### src/rtl/wtm_accum.sv
// Product accumulator for the Wallace-tree multiplier datapath.
// Sums N_TERMS unsigned products, then holds the result until the consumer takes it.
module wtm_accum #(
  parameter int unsigned N_TERMS = 4,
  parameter int unsigned ACC_W   = 11
) (
  input  logic             clock,
  input  logic             reset,
  input  logic             in_valid,
  output logic             in_ready,
  input  logic [9:0]       product,
  input  logic             prod_cout,
  input  logic             clear,
  output logic [ACC_W-1:0] sum,
  output logic             sum_valid,
  input  logic             sum_ready,
  output logic             overflow,
  output logic [3:0]       count
);

  localparam logic [0:0] ST_ACCUM = 1'b0;
  localparam logic [0:0] ST_HOLD  = 1'b1;
  localparam logic [3:0] LAST_IDX = 4'(N_TERMS - 1);

  logic [0:0]       state;
  logic [ACC_W-1:0] acc;
  logic             ovf;
  logic [3:0]       cnt;
  logic [ACC_W:0]   add_full;
  logic             accept;

  assign accept   = in_valid && (state == ST_ACCUM);
  // Extra top bit of the adder captures the carry out of the accumulator.
  assign add_full = {1'b0, acc} + {{(ACC_W + 1 - 10){1'b0}}, product};

  always_ff @(posedge clock) begin
    if (reset || clear) begin
      state <= ST_ACCUM;
      acc   <= '0;
      ovf   <= 1'b0;
      cnt   <= '0;
    end else begin
      case (state)
        ST_ACCUM: begin
          if (accept) begin
            acc <= add_full[ACC_W-1:0];
            ovf <= ovf | add_full[ACC_W] | prod_cout;
            cnt <= cnt + 4'd1;
            if (cnt == LAST_IDX) state <= ST_HOLD;
          end
        end
        ST_HOLD: begin
          if (sum_ready) begin
            state <= ST_ACCUM;
            acc   <= '0;
            ovf   <= 1'b0;
            cnt   <= '0;
          end
        end
        default: state <= ST_ACCUM;
      endcase
    end
  end

  assign in_ready  = (state == ST_ACCUM);
  assign sum_valid = (state == ST_HOLD);
  assign sum       = acc;
  assign overflow  = ovf;
  assign count     = cnt;

endmodule

### config.mk
export PLATFORM = sky130hd
export DESIGN_NAME = wtm_accum
export DESIGN_NICKNAME = d
export VERILOG_FILES = /design/src/rtl/wtm_accum.sv
export SDC_FILE = /design/constraint.sdc
export NUM_CORES = 1
export LEC_CHECK = 0
export CAP_MARGIN = 25
export CORE_MARGIN = 4
export CORE_UTILIZATION = 45
export DETAILED_ROUTE_END_ITERATION = 12
export HOLD_SLACK_MARGIN = 0.15
export PLACE_DENSITY = 0.82
export SLEW_MARGIN = 10
export SYNTH_ARGS = -nofsm -noshare
export SYNTH_HDL_FRONTEND = slang
export SYNTH_SLANG_ARGS = --single-unit
### constraint.sdc
create_clock -name clock -period 5.15 [get_ports clock]
set_input_delay 1.03 -clock clock [delete_from_list [all_inputs] [get_ports clock]]
set_output_delay 1.03 -clock clock [all_outputs]
set_load 0.02 [all_outputs]
# --- Word-level counts from Yosys, hierarchy flattened ---
# Index checks and enable logic that the tools add are counted.
op_classes:
  muxes: 13
  reduce_logical: 3
  eq_ne: 3
  addsub: 2
  n_bitwise: 3
ops:
  columns: ["cell", "count"]
  rows:
  - ["11-bit 2-to-1 mux", 2]
  - ["11-bit case mux with 2 select lines", 1]
  - ["11-bit by 10-bit adder with 12-bit output", 1]
  - ["4-bit 2-to-1 mux", 2]
  - ["4-bit case mux with 2 select lines", 1]
  - ["1-bit 2-to-1 mux", 5]
  - ["4-bit by 1-bit adder with 4-bit output (second input constant)", 1]
  - ["4-bit by 2-bit == test with 1-bit output (second input constant)", 1]
  - ["1-bit case mux with 2 select lines", 2]
  - ["2-bit by 1-bit != test with 1-bit output (second input constant)", 1]
  - ["2-bit != test (second input constant)", 1]
  - ["1-bit OR", 2]
  - ["2-bit AND reduction", 1]
  - ["1-bit logical AND", 1]
  - ["1-bit logical OR", 1]
  - ["1-bit inverter", 1]
word_totals:
  output_inout_bits: 18
  wordCells: 28
  inputBits: 16
  ff_bits: 17

# --- Logic depth before layout (Yosys ltp) ---
depth:
  word_depth: 5
  depth_mapped: 9
  ltp_nobuf: 9

# --- Worst setup path before layout ---
# No wires, ideal clock.
synth_path:
  path_kind: "input to register"
  start: "in product[1]"
  end: "reg acc[9], in the netlist sum[9]"
  path_buffers: 0
  setup_time_ps: 117
  setup_slack_ps: 2403
  t_required_ps: 5033
  t_arrival_ps: 2630
  stages: 7
  cell_sequence: "ha_1 -> a211o_1 -> a211oi_2 -> nor3_1 -> a2111o_1 -> xor2_1 -> a22o_1"
synth_between:
  elab_chain_len: 3
synth_lines:
  columns: ["element", "line_no", "rtl"]
  rows:
  - ["start, declared", "11", "input logic [9:0] product,"]
  - ["11-bit by 10-bit adder with 12-bit output", "34", "assign add_full = {1'b0, acc} + {{(ACC_W + 1 - 10){1'b0}}, product};"]
  - ["11-bit 2-to-1 mux", "45", "if (accept) begin"]
  - ["11-bit case mux with 2 select lines", "43", "case (state)"]
  - ["end signal, assigned", "46", "acc <= add_full[ACC_W-1:0];"]
  - ["end, declared", "26", "logic [ACC_W-1:0] acc;"]
# Every way passes these cells. The select of a mux whose other input is x is not followed.
# A chain may end at the register's enable or synchronous reset.

# --- Final worst setup path ---
layout_path:
  start: "in product[0]"
  end: "reg acc[8], in the netlist sum[8]"
# Same word-level chain as after synthesis.

==> results.sh <==
export IMPL_setup_viol=0
export IMPL_layout_setup_ws_ns=1.991
export IMPL_synth_simple_area_share_pct=17.12
export IMPL_criticalPathCategory="in2reg"
export IMPL_synth_compound_area_share_pct=30.13
export IMPL_end_kind="flip-flop"
export IMPL_netlist_area_leader_share_pct=31.89
export IMPL_synth_yosys_seq_area_share_pct=31.89
export IMPL_cpPeakStageDelay_ns=0.47
export IMPL_clk_pin_slew_ns=0.10
export IMPL_portBuffers=33
export IMPL_routed_wl_um=2722
export IMPL_post_place_ws_ns=1.720
export IMPL_synth_xor_area_share_pct=3.283
export IMPL_worstRegToRegCells=9
export IMPL_slowest_stage="clkdlybuf4s50_1"
export IMPL_fin_cells=185
export IMPL_r2r_start="sum[0]"
export IMPL_grt_pass1_wl_um=4616
export IMPL_critPathArrivalTime_ns=3.34
export IMPL_fin_crit_sh_pct=61.33
export IMPL_setup_tns_ns=0
export IMPL_placedCellCount=181
export IMPL_drt_iter0_drc=17
export IMPL_final_util_pct=64.65
export IMPL_nets=186
export IMPL_cp_max_fo=4
export IMPL_power_frac_seq_pct=49.2
export IMPL_root_buffer="clkbuf_4"
export IMPL_m1WireLength_um=1208
export IMPL_max_cap_violations=0
export IMPL_cts_max_level=1
export IMPL_synthToLayoutAreaGrowth_pct=35.29
export IMPL_synth_seq_cells=17
export IMPL_yosys_top_cells_area="dfxtp_1, ha_1, a21oi_1"
export IMPL_startpoint_type="primary input"
export IMPL_top_layer_used="met4"
export IMPL_cts_tree="yes"
export IMPL_syn_area_per_cell_um2=8.748
export IMPL_timing_rr_end="sum[8]"
export IMPL_antenna_found_initial=0
export IMPL_met2_length_um=1342
export IMPL_synth_ff_type="dfxtp_1"
export IMPL_fillers=200
export IMPL_timing_hold_ws_ns=0.4617
export IMPL_insertion_delay_ns=0.28
export IMPL_ant_nets=0
export IMPL_path_delay_family="compound AO/OA/AOI/OAI gates"
export IMPL_slew_violations=0
export IMPL_met3WireLength_um=119
export IMPL_hpwl_um=2132
export IMPL_synth_edf_count=0
export IMPL_p_switching_uw=80.43
export IMPL_holdPathStages=2
export IMPL_skew_ns=0.004009
export IMPL_synth_top_family_by_area="compound AO/OA/AOI/OAI gates"
export IMPL_hold_end="overflow"
export IMPL_syn_nets=150
export IMPL_rsz0062_at_grt="no"
export IMPL_fp_dieArea_um2=3215
export IMPL_die_w_um=56.70
export IMPL_grt_pass1_vias=1085
export IMPL_pin_count=34
export IMPL_p_int_uw=202.5
export IMPL_fin_area_um2=1444
export IMPL_hold_viol=0
export IMPL_p_sw_share_pct=28.42
export IMPL_cts_path_max_buffers=2
export IMPL_grt_max_degree=12
export IMPL_min_period_ns=3.159
export IMPL_hp_start="overflow"
export IMPL_diodes=0
export IMPL_synth_adder_area_share_pct=14.77
export IMPL_status="complete, no violations"
export IMPL_start_util_pct=47.79
export IMPL_path_buf_inv=2
export IMPL_async_flop_share_pct=0
export IMPL_yosysMostFrequentCell="dfxtp_1"
export IMPL_ctsHoldBuffers=0
export IMPL_std_cell_rows=17
export IMPL_ff2ff_setup_slack_ns=2.84
export IMPL_power_density_nw_per_um2=196.0
export IMPL_wl_per_cell_um=14.71
export IMPL_grtUsageTotal_pct=17.61
export IMPL_cts_inserted_buffers=3
export IMPL_required_ns=5.33
export IMPL_drive_above_1_share_pct=3.822
export IMPL_worst_pin_slew_ns=0.6473
export IMPL_cts_resized=0
export IMPL_hold_class="reg2reg"
export IMPL_firstDrtPassIters=4
export IMPL_num_vias=1060
export IMPL_slew_headroom_pct=56.76
export IMPL_clock_sinks=17
export IMPL_fmax_mhz=316.6
export IMPL_ir_worst_vdd_v=0.0001338
export IMPL_crit_chain="clkdlybuf4s50_1 > ha_1 > inv_1 > fa_1 > nand2b_1 > a21oi_1 > o211ai_1 > a21boi_1 > o21ai_0 > a32o_1"
export IMPL_yosysUniqueCellTypes=38
export IMPL_ys_warn_count=0
export IMPL_leakagePower_nw=0.6001
export IMPL_clockPowerShare_pct=25.3
export IMPL_coreArea_um2=2233
export IMPL_place_area_um2=1418
export IMPL_power_uw=283.0
export IMPL_post_cts_buffers=0
export IMPL_comb_power_share_pct=25.5
export IMPL_viasPerCell=5.730
export IMPL_place_congestion=0.8944
export IMPL_synth_area_um2=1067
export IMPL_drc=0
export IMPL_synthMuxAreaShare_pct=0
export IMPL_grt_overflow=0
export IMPL_yosys_top_cells_count="dfxtp_1, nor2_1, a21oi_1, ha_1, nand2_1"
export IMPL_die_y_um=56.70
export IMPL_synth_top_area_cell="dfxtp_1"
export IMPL_synth_cells=122
## logic make-up after synthesis
group	Yosys count
AOI/OAI and AO/OA	45
and+or+nand+nor	38
DFF	17
adders and majority gates	12
buffers and inverters	6
xor gates and xnor gates	4
## how the worst max path moves through the flow
stage	startpoint	to	slack [ns]	cells after the start
2_1_floorplan	product[1]	sum[9]	2.40	7
3_3_place_gp	product[0]	sum[8]	1.77	10
3_5_place_dp	product[0]	sum[8]	1.72	10
4_1_cts	product[0]	sum[8]	2.03	10
5_1_grt	product[0]	sum[8]	1.86	10
6_report	product[0]	sum[8]	1.99	10
## sequential cells by signal, indices dropped and copies added, names as in the netlist
signal	cells
count	4
sum_valid	1
sum	11
overflow	1
## power groups by stage
stage	registers, mW	logic [mW]	clock network [mW]
floorplan	0.147	0.0383	0
detailed placement	0.142	0.0710	0
finish	0.139	0.0720	0.0717
global placement	0.142	0.0694	0
global route	0.140	0.0785	0.0811
CTS	0.139	0.0717	0.0739
## layout by cell type (no fill, tap or decap), types with 2 or more instances in the layout
| cell | instances |
|---|---|
| a211o_1 | 2 |
| a211oi_1 | 4 |
| a21o_1 | 2 |
| a21oi_1 | 11 |
| a22o_1 | 5 |
| a32o_1 | 2 |
| a32oi_1 | 2 |
| clkbuf_4 | 3 |
| clkdlybuf4s50_1 | 33 |
| dfxtp_1 | 17 |
| ha_1 | 11 |
| inv_1 | 3 |
| nand2_1 | 8 |
| nand2b_1 | 5 |
| nor2_1 | 14 |
| nor2b_1 | 2 |
| o21ai_0 | 4 |
| o21ai_1 | 2 |
| o31ai_1 | 2 |
| or2_1 | 2 |
| or3_1 | 2 |
| xnor2_1 | 2 |
| xor2_1 | 2 |
## layout make-up
class	instances	area [µm²]	share of cell area, %
Sequential cell	17	340.3	23.57
Inverter	4	15.01	1.040
Tap cell	28	35.03	2.426
Multi-Input combinational cell	99	696.9	48.27
Clock buffer	4	26.28	1.820
Timing Repair Buffer	33	330.3	22.88
## worst reg2reg max path, delay by kind of cell, from the launching register on
family / cells / cell delay, ns
buffers and inverters: 1 / 0.07
AND/OR/NAND/NOR: 1 / 0.19
adder cells (fa/ha/maj): 2 / 0.57
flip-flops: 1 / 0.36
AO/OA/AOI/OAI: 5 / 1.03
## routing by layer
layer / vias to the layer above / global-route usage (%)
met3: 6 / 2.759
met1: 501 / 20.80
met2: 24 / 31.19
met5: - / 0
met4: 0 / 7.119
li1: 529 / -
Power figures use the tool's default switching activity.
